===== config.mk =====
export PLATFORM = sky130hd
export DESIGN_NAME = mem_bus_arbiter
export DESIGN_NICKNAME = d
export VERILOG_FILES = /design/src/rtl/mem_bus_arbiter.sv
export SDC_FILE = /design/constraint.sdc
export NUM_CORES = 1
export LEC_CHECK = 0
export CAP_MARGIN = 40
export CORE_AREA = 2 2 130 132
export DETAILED_ROUTE_END_ITERATION = 10
export DIE_AREA = 0 0 132 134
export PLACE_DENSITY = 0.78
export SYNTH_ARGS = -nofsm -noshare
export SYNTH_HDL_FRONTEND = slang
export SYNTH_SLANG_ARGS = --single-unit

===== constraint.sdc =====
create_clock -name clk -period 4.5 [get_ports clk]
set_input_delay 1.125 -clock clk [delete_from_list [all_inputs] [get_ports clk]]
set_output_delay 1.125 -clock clk [all_outputs]
set_load 0.005 [all_outputs]

===== src/rtl/mem_bus_arbiter.sv =====
// Two-master / one-slave arbiter for the picorv32 native memory bus with per-transaction timeout.
// Define MEM_ARB_RR_EN for round-robin arbitration; the default is fixed priority (m1 over m0).
module mem_bus_arbiter #(
    parameter int unsigned TIMEOUT_CYCLES = 1024,
    parameter logic [31:0] ERR_RDATA      = 32'hDEAD_BEEF,
    parameter int unsigned CNT_W          = 16
) (
    input  logic             clk,
    input  logic             reset,
    input  logic             m0_valid,
    input  logic             m0_instr,
    input  logic [31:0]      m0_addr,
    input  logic [31:0]      m0_wdata,
    input  logic [3:0]       m0_wstrb,
    output logic             m0_ready,
    output logic [31:0]      m0_rdata,
    input  logic             m1_valid,
    input  logic             m1_instr,
    input  logic [31:0]      m1_addr,
    input  logic [31:0]      m1_wdata,
    input  logic [3:0]       m1_wstrb,
    input  logic             m1_lock,
    output logic             m1_ready,
    output logic [31:0]      m1_rdata,
    output logic             s_valid,
    output logic             s_instr,
    output logic [31:0]      s_addr,
    output logic [31:0]      s_wdata,
    output logic [3:0]       s_wstrb,
    input  logic             s_ready,
    input  logic [31:0]      s_rdata,
    output logic             owner,
    output logic             timeout_err,
    output logic [CNT_W-1:0] err_count,
    input  logic             err_clr
);

    typedef enum logic {StIdle, StBusy} state_t;

    localparam logic [31:0] TMO_LAST = TIMEOUT_CYCLES - 1;

    state_t           state_q, state_d;
    logic             owner_q, owner_d;
    logic [31:0]      timer_q, timer_d;
    logic             err_q, err_d;
    logic [CNT_W-1:0] cnt_q, cnt_d;
    logic             sel_valid;
    logic             grant;
    logic             done;
    logic             tmo;
    logic             tmo_hit;
    logic             hold;

`ifdef MEM_ARB_RR_EN
    logic last_grant_q, last_grant_d;

    // On contention the master that lost the previous arbitration wins.
    always_comb begin
        if (m0_valid && m1_valid) begin
            grant = ~last_grant_q;
        end else begin
            grant = m1_valid;
        end
    end

    always_comb begin
        last_grant_d = last_grant_q;
        if (state_q == StIdle && (m0_valid || m1_valid)) begin
            last_grant_d = grant;
        end
    end

    always_ff @(posedge clk or posedge reset) begin
        if (reset) begin
            last_grant_q <= 1'b0;
        end else begin
            last_grant_q <= last_grant_d;
        end
    end
`else
    assign grant = m1_valid;
`endif

    assign sel_valid = owner_q ? m1_valid : m0_valid;
    assign tmo_hit   = (TIMEOUT_CYCLES != 0) && (timer_q == TMO_LAST);
    assign hold      = owner_q && m1_lock;

    always_comb begin
        state_d  = state_q;
        owner_d  = owner_q;
        timer_d  = timer_q;
        done     = 1'b0;
        tmo      = 1'b0;
        s_valid  = 1'b0;
        s_instr  = 1'b0;
        s_addr   = '0;
        s_wdata  = '0;
        s_wstrb  = '0;
        m0_ready = 1'b0;
        m1_ready = 1'b0;
        m0_rdata = '0;
        m1_rdata = '0;

        case (state_q)
            StIdle: begin
                if (m0_valid || m1_valid) begin
                    owner_d = grant;
                    timer_d = '0;
                    state_d = StBusy;
                end
            end
            StBusy: begin
                s_instr = owner_q ? m1_instr : m0_instr;
                s_addr  = owner_q ? m1_addr  : m0_addr;
                s_wdata = owner_q ? m1_wdata : m0_wdata;
                s_wstrb = owner_q ? m1_wstrb : m0_wstrb;

                if (!sel_valid) begin
                    // Lock hold waits for the next m1 request; otherwise the owner abandoned it.
                    if (!hold) begin
                        state_d = StIdle;
                    end
                end else if (s_ready) begin
                    done    = 1'b1;
                    timer_d = '0;
                    if (!hold) begin
                        state_d = StIdle;
                    end
                end else if (tmo_hit) begin
                    tmo     = 1'b1;
                    timer_d = '0;
                    state_d = StIdle;
                end else begin
                    timer_d = timer_q + 32'd1;
                end

                s_valid  = sel_valid && !tmo;
                m0_ready = (done || tmo) && !owner_q;
                m1_ready = (done || tmo) && owner_q;
                m0_rdata = tmo ? ERR_RDATA : s_rdata;
                m1_rdata = tmo ? ERR_RDATA : s_rdata;
            end
            default: state_d = StIdle;
        endcase
    end

    // err_clr takes precedence over a timeout in the same cycle.
    always_comb begin
        err_d = err_q;
        cnt_d = cnt_q;
        if (err_clr) begin
            err_d = 1'b0;
            cnt_d = '0;
        end else if (tmo) begin
            err_d = 1'b1;
            if (cnt_q != {CNT_W{1'b1}}) begin
                cnt_d = cnt_q + 1'b1;
            end
        end
    end

    always_ff @(posedge clk or posedge reset) begin
        if (reset) begin
            state_q <= StIdle;
            owner_q <= 1'b0;
            timer_q <= '0;
            err_q   <= 1'b0;
            cnt_q   <= '0;
        end else begin
            state_q <= state_d;
            owner_q <= owner_d;
            timer_q <= timer_d;
            err_q   <= err_d;
            cnt_q   <= cnt_d;
        end
    end

    assign owner       = owner_q;
    assign timeout_err = err_q;
    assign err_count   = cnt_q;

endmodule


==> results of run 1 <==
registers in the layout (all words and copies together) (netlist names):
register,flops
err_count,16
owner,1
state_q,1
timeout_err,1
timer_q,32
synthesized netlist by cell type, types with 2 or more instances:
| cell type | instances |
|---|---|
| a21oi_1 | 30 |
| or3_1 | 7 |
| nand3_1 | 29 |
| o211ai_1 | 4 |
| o21bai_1 | 2 |
| o22ai_1 | 2 |
| o31ai_1 | 9 |
| or3b_2 | 2 |
| a21o_1 | 2 |
| ha_1 | 2 |
| nor4_1 | 8 |
| nand4_1 | 10 |
| nand2b_1 | 3 |
| or2_2 | 2 |
| buf_2 | 3 |
| a31oi_1 | 17 |
| nor3_2 | 2 |
| xor2_1 | 2 |
| o21a_1 | 26 |
| buf_1 | 5 |
| inv_1 | 12 |
| nand2_1 | 31 |
| buf_4 | 32 |
| clkbuf_1 | 35 |
| nor2_1 | 11 |
| or4_1 | 11 |
| o21ai_0 | 21 |
| and3_1 | 14 |
| nor2b_1 | 69 |
| a41oi_1 | 6 |
| dfrtp_1 | 51 |
| and4_1 | 8 |
| nor3_1 | 9 |
| mux2i_1 | 73 |
critical path: stages:
cell and delay, ns:
clkdlybuf4s50_1 0.56, mux2i_1 0.12, or3_1 0.60, and3_1 0.31
clkdlybuf4s50_1 0.45
how the worst min path moves through the flow:
stage | start | to
floorplan | timer_q[20]$_DFFE_PP0P_ | timer_q[20]$_DFFE_PP0P_
global placement | timer_q[20]$_DFFE_PP0P_ | timer_q[20]$_DFFE_PP0P_
detailed placement | timer_q[20]$_DFFE_PP0P_ | timer_q[20]$_DFFE_PP0P_
CTS | timer_q[20]$_DFFE_PP0P_ | timer_q[20]$_DFFE_PP0P_
global route | timer_q[8]$_DFFE_PP0P_ | timer_q[8]$_DFFE_PP0P_
finish | timer_q[20]$_DFFE_PP0P_ | timer_q[20]$_DFFE_PP0P_
per-stage QoR:
step	worst slack, ns	cell area, um2
2_1_floorplan	1.224	4654
3_3_place_gp	0.2791	7994
3_5_place_dp	0.2234	7994
4_1_cts	0.2218	8165
5_1_grt	0.1450	8165
6_report	0.2084	8170
metal layers:
metal,vias to the layer above,track usage [%],wire [um]
li1,2597,-,-
met4,4,5.737,495
met3,22,16.33,3535
met1,2477,26.69,8390
met2,260,36.55,9778
met5,-,0,28
final cells by class:
cell class,count,area share [%]
clock inverters,3,0.5666
diodes,2,0.06126
clock buffers,5,1.531
flip-flops and latches,51,15.68
inverters,12,0.5513
well taps,220,3.369
repair buffers,346,42.21
multi-input cells,429,36.03
power by group:
part | switching (mW) | internal [mW]
combinational | 0.873 | 1.30
clock | 0.182 | 0.265
sequential | 0.116 | 0.482
kinds of logic after synthesis:
kind of cell / count (synthesis)
XOR/XNOR: 2
flip-flops: 51
AND/OR/NAND/NOR: 224
AO/OA/AOI/OAI: 128
multiplexers: 73
buffers and inverters: 87
adder cells (fa/ha/maj): 2
==> Implementation_results.wiki, run 1 <==
{| class="wikitable"
! Metric !! Value
|-
| Run status || finished, final reports clean
|-
| Largest net degree at the start of global routing || 51
|-
| Post-synth EDFFs || 0
|-
| Library cells used by synthesis || between 50 and 60
|-
| Area share of xor/xnor cells in the synthesized design || 0.3763%
|-
| Flop and latch count out of synthesis || a little over 50
|-
| Total count of hold-check failures in the final report || 0
|-
| Worst hold-check path type || reg -> reg
|-
| Mux share of post-synthesis cell area || around 16%
|-
| Routed wirelength normalized by instance count || 20.81 um
|-
| Type of destination of the critical path || output pin
|-
| Post-CTS setup buffers || 0
|-
| Commonest non-fill, non-tap cell in the layout || clkdlybuf4s50_1
|-
| Synthesized area divided by synthesized cell count || 8.209 um2
|-
| Worst r2r path cells || 6
|-
| Number of buffers on the longest clock path || 2
|-
| Count of maximum capacitance violations || 0
|-
| Number of DRC violations after detailed routing || 0
|-
| Final HPWL DP || 18.27 mm
|-
| Peak Freq || 0.2330 GHz
|-
| Layout area overhead || 75.54%
|-
| Layout filler cell count || between 1500 and 2000
|-
| Via count of the first global-routing pass || 5031
|-
| Reg-to-reg critical path endpoint || err_count[5]$_DFFE_PP0P_
|-
| Leak pwr || 3.212 nW
|-
| Synthesized netlist net count || 746
|-
| Hold Path Cell Cnt || 1
|-
| First-pass GRT wire length || 31.63 mm
|-
| Post-CTS sizing || 0
|-
| Core box area || ~16000 um2
|-
| Synthesized-area fraction occupied by adder cells || 0.5376%
|-
| Final standard cell count with taps included and fillers excluded || approximately 1100
|-
| Via count || 5360
|-
| Main combinational cell family by area after synthesis || simple AND/OR/NAND/NOR gates
|-
| Yosys warns || 0
|-
| Synthesized netlist cell count || 567
|-
| H-tree levels || 2
|-
| Sinks on Clock Net || between 50 and 60
|-
| Die W || around 130 um
|-
| Footprint of the multi-input gates || 2944 um2
|-
| Most frequent cells in the layout || clkdlybuf4s50_1, mux2i_1, nor2b_1
|-
| Clock Skew || 0.01161 ns
|-
| Hold buffers post-CTS || 0
|-
| Required arrival time at the worst endpoint || ~3.4 ns
|-
| Post-synthesis cell type with the largest combined area || dfrtp_1
|-
| Final critical delay including setup and external delays || 4.292 ns
|-
| Worst reg-to-reg setup slack || 1.73 ns
|-
| Peak ir drop on the vdd network || 247.2 uV
|-
| Hold slack || ~0.51 ns
|-
| Combined global-route utilization of all metal layers || 23.65%
|-
| Capture point of the worst path || m1_rdata[22]
|-
| Pwr/cell area || 393.8 nW/um2
|-
| Launch point of the critical path || m0_valid
|-
| Share of the clock period used by the worst path after layout || 95.37%
|-
| Overall power consumption || 3.217 mW
|-
| Clock tree root driver cell || clkbuf_16
|-
| DIE HEIGHT || 134 um
|-
| Sum of negative setup slack || 0 ns
|-
| Initial Utilization || about 29%
|-
| Worst reg2reg path startpoint || state_q$_DFF_PP0_
|-
| TritonRoute pass-1 iters || 5
|-
| Share of the synthesized area in compound gates (AO/OA/AOI/OAI) || 17.69%
|-
| Global route overflow || 0
|-
| Data arrival time of the worst path || 3.17 ns
|-
| Final core area utilization || 50.16%
|-
| Count of placed standard cells including taps || 1058
|-
| Max FO, Critical Path || 8
|-
| Initial DRC count || 369
|-
| Cell Rows || 47
|-
| Fraction of final layout cells sized beyond drive strength 1 || 4.728%
|-
| Critical path launch point type || primary input
|-
| Number of failing setup endpoints in the final timing report || 0
|-
| Clock transition at the registers of the reported paths || 0.07 ns
|-
| Fraction of synthesized cell area taken by the top area cell type || 27.42%
|-
| Max Slew Vio Count || 0
|-
| CTS buffer count || 5
|-
| Cell types with the largest area share after synthesis || dfrtp_1, mux2i_1, nor2b_1, buf_4, o21a_1
|-
| Top-Level Pins || 331
|-
| Number of antenna violations at the first check in global routing || 4
|-
| Post-DR vias/cell || 5.019
|-
| CTS tree || done
|-
| Insertion delay of the later-clocked pin in the worst-skew pair || 0.29 ns
|-
| Total wirelength of the detailed-routed design || 22.23 mm
|-
| FF+latch area || around 1300 um2
|-
| Synthesized area || ~4700 um2
|-
| Port Buf Inserts || 330
|-
| Tightest Pin Transition || 0.7427 ns
|-
| Setup repair after global routing missed its margin || no
|-
| Final-stage net count || 1024
|-
| Top flip-flop cell by instance count after synthesis || dfrtp_1
|-
| Die area || between 15000 and 20000 um2
|-
| Routability Congestion || between 0.9 and 1
|-
| Start-to-end type of the worst setup path || in -> out
|-
| Post-route antenna net violation count || 0
|-
| Async S/R FF share, synth || 100.0%
|-
| Sequential cell area fraction in the yosys report || 27.42%
|-
| Tightest slew margin relative to the limit || 50.48%
|-
| Fraction of the mapped netlist area in simple logic gates || between 20% and 30%
|}
Power figures use the tool's default switching activity.
==> run 2, diff against run 1 <==
--- a/config.mk
+++ b/config.mk
@@ -9,7 +9,7 @@
 export CORE_AREA = 2 2 130 132
 export DETAILED_ROUTE_END_ITERATION = 10
 export DIE_AREA = 0 0 132 134
-export PLACE_DENSITY = 0.78
+export PLACE_DENSITY = 0.73
 export SYNTH_ARGS = -nofsm -noshare
 export SYNTH_HDL_FRONTEND = slang
 export SYNTH_SLANG_ARGS = --single-unit
==> Implementation_results.wiki, run 2 (synthesis results as in run 1) <==
{| class="wikitable"
! Metric !! Value
|-
| Cell family contributing the most delay on the critical path || buffers and inverters (unchanged)
|-
| Total count of hold-check failures in the final report || 0 (unchanged)
|-
| DIE HEIGHT || 134 um (unchanged)
|-
| Final Cell Area || 8132 um2 (was 8170 um2)
|-
| Worst hold-check path type || reg -> reg (unchanged)
|-
| Peak Freq || 0.2307 GHz (was 0.2330 GHz)
|-
| Required arrival time at the worst endpoint || 3.38 ns (about the same)
|-
| Most frequent cells in the layout || clkdlybuf4s50_1, mux2i_1, nor2b_1 (unchanged)
|-
| Cell Rows || 47 (unchanged)
|-
| Worst setup margin || 0.1653 ns (was 0.2084 ns)
|-
| Hold buffers post-CTS || 0 (unchanged)
|-
| Top-Level Pins || 331 (unchanged)
|-
| First-pass GRT wire length || 32.69 mm (was 31.63 mm)
|-
| Number of DRC violations after detailed routing || 0 (unchanged)
|-
| Max FO, Critical Path || 7 (was 8)
|-
| Most frequent cell on the critical path || clkdlybuf4s50_1 (unchanged)
|-
| Routability Congestion || 0.8839 (was 0.9153)
|-
| Clock tree root driver cell || clkbuf_16 (unchanged)
|-
| Largest register FFs || 32 (unchanged)
|-
| CTS tree || done (unchanged)
|-
| Post-Place Worst Slack || 0.1061 ns (was 0.2234 ns)
|-
| Initial DRC count || 419 (was 369)
|-
| Count of maximum capacitance violations || 0 (unchanged)
|-
| Tightest slew margin relative to the limit || 49.51% (was 50.48%)
|-
| Final HPWL DP || 18.41 mm (was 18.27 mm)
|-
| Peak ir drop on the vdd network || 246.3 uV (was 247.2 uV)
|-
| Combined buffer and inverter count along the critical path || 3 (was 2)
|-
| Start-to-end type of the worst setup path || in -> out (unchanged)
|-
| Type of destination of the critical path || output pin (unchanged)
|-
| Insertion delay of the later-clocked pin in the worst-skew pair || 0.29 ns (about the same)
|-
| Max Slew Vio Count || 0 (unchanged)
|-
| Pwr/cell area || 387.4 nW/um2 (was 393.8 nW/um2)
|-
| Cell area after placement || 7981 um2 (was 7994 um2)
|-
| Maximum cell stage delay along the critical path || 0.63 ns (was 0.60 ns)
|-
| Setup repair after global routing missed its margin || no (unchanged)
|-
| Cell at the slowest stage of the critical path || clkdlybuf4s50_1 (was or3_1)
|-
| Port Buf Inserts || 330 (unchanged)
|-
| H-tree levels || 2 (unchanged)
|-
| Run status || finished, final reports clean (unchanged)
|-
| Largest net degree at the start of global routing || 61 (was 51)
|-
| Routed wirelength normalized by instance count || 21.19 um (was 20.81 um)
|-
| Clock Skew || 0.008295 ns (was 0.01161 ns)
|-
| Ordered list of cells on the worst path || clkdlybuf4s50_1, mux2i_2, or3_1, buf_4, and3_1, clkdlybuf4s50_1 (was clkdlybuf4s50_1, mux2i_1, or3_1, and3_1, clkdlybuf4s50_1)
|-
| FF+latch area || 1284 um2 (was 1281 um2)
|-
| Die area || 17690 um2 (unchanged)
|-
| Die W || 132 um (unchanged)
|-
| Share of the clock period used by the worst path after layout || 96.33% (was 95.37%)
|-
| Initial Utilization || 28.57% (unchanged)
|-
| Via count || 5469 (was 5360)
|-
| Number of buffers on the longest clock path || 2 (unchanged)
|-
| Commonest non-fill, non-tap cell in the layout || clkdlybuf4s50_1 (unchanged)
|-
| Post-route antenna net violation count || 0 (unchanged)
|-
| Post-DR vias/cell || 5.130 (was 5.019)
|-
| Final critical delay including setup and external delays || 4.335 ns (was 4.292 ns)
|-
| TritonRoute pass-1 iters || 5 (unchanged)
|-
| Data arrival time of the worst path || 3.21 ns (was 3.17 ns)
|-
| Sum of negative setup slack || 0 ns (unchanged)
|-
| Footprint of the multi-input gates || 2948 um2 (was 2944 um2)
|-
| CTS buffer count || 5 (unchanged)
|-
| Core box area || 16290 um2 (unchanged)
|-
| Global route overflow || 0 (unchanged)
|-
| Final-stage net count || 1022 (was 1024)
|-
| Clock transition at the registers of the reported paths || 0.07 ns (about the same)
|-
| Combined global-route utilization of all metal layers || 24.36% (was 23.65%)
|-
| Sinks on Clock Net || 51 (unchanged)
|-
| Tightest Pin Transition || 0.7573 ns (was 0.7427 ns)
|-
| Number of antenna violations at the first check in global routing || 6 (was 4)
|-
| Via count of the first global-routing pass || 5182 (was 5031)
|-
| Layout area overhead || 74.70% (was 75.54%)
|-
| Fraction of final layout cells sized beyond drive strength 1 || 4.502% (was 4.728%)
|-
| Leak pwr || 3.186 nW (was 3.212 nW)
|-
| Number of failing setup endpoints in the final timing report || 0 (unchanged)
|-
| Layout filler cell count || 1553 (was 1567)
|-
| Total wirelength of the detailed-routed design || 22.59 mm (was 22.23 mm)
|-
| Largest reg by FF count || timer_q (unchanged)
|-
| Critical path launch point type || primary input (unchanged)
|}
[run 2: changes by cell type in the layout (fill, tap and decap cells not counted)]
cell       previous run  this run
mux2i_1              73        72
dfrtp_4               1         2
bufinv_16             1         0
mux2i_2               0         1
buf_4                14        12
clkinv_2              0         1
dfrtp_2               1         0
inv_6                 1         0
clkbuf_1              0         1
[run 2: final cells by class]
type | count | area share [%]
sequential | 51 | 15.79
inverter | 12 | 0.5539
multi-input combinational | 429 | 36.25
clock buffer | 6 | 1.585
clock inverter | 2 | 0.1539
timing repair buffer | 344 | 42.22
tap | 220 | 3.385
antenna | 2 | 0.06155
[run 2: where the power goes]
group | internal [mW] | switching [mW]
clock | 0.206 | 0.176
combinational | 1.28 | 0.871
sequential | 0.484 | 0.137
total | 1.97 | 1.18
[run 2: path summary, 6_finish.rpt]
path | start | endpoint | slack, ns | depth (start not counted)
setup / recovery | m0_valid | m0_rdata[14] | 0.17 | 6
hold / removal | timer_q[28]$_DFFE_PP0P_ | timer_q[28]$_DFFE_PP0P_ | 0.51 | 1
setup reg to reg | timer_q[11]$_DFFE_PP0P_ | err_count[15]$_DFFE_PP0P_ | 1.87 | 5
hold reg to reg | timer_q[28]$_DFFE_PP0P_ | timer_q[28]$_DFFE_PP0P_ | 0.51 | 1
max in group asynchronous | reset | state_q$_DFF_PP0_ | 2.91 | 3
min in group asynchronous | reset | err_count[1]$_DFFE_PP0P_ | 1.11 | 2
[run 2: through the flow]
step	std cells	utilization (%)	hold slack, ns	power [mW]
final	1066	49.92	0.5134	3.151
after global placement	1055	48.87	0.4999	2.774
after detailed placement	1056	49.00	0.5086	2.778
after CTS	1064	49.87	0.5148	3.174
after floorplan	567	-	0.4655	1.566
after global routing	1064	49.89	0.5352	3.340
[run 2: routing by layer]
metal  global-route usage, %  share of wire (%)  vias up
li1                        -                  -     2603
met1                   29.21                 39     2543
met2                   37.96                 44      288
met3                   15.15                 15       27
met4                   3.442                1.3        8
met5                       0               0.24        -
[run 2: timing repair]
action / CTS / global route
setup buffers: 0 / 0
resized for setup: 0 / 1
endpoints found under the setup margin: 0 / 4
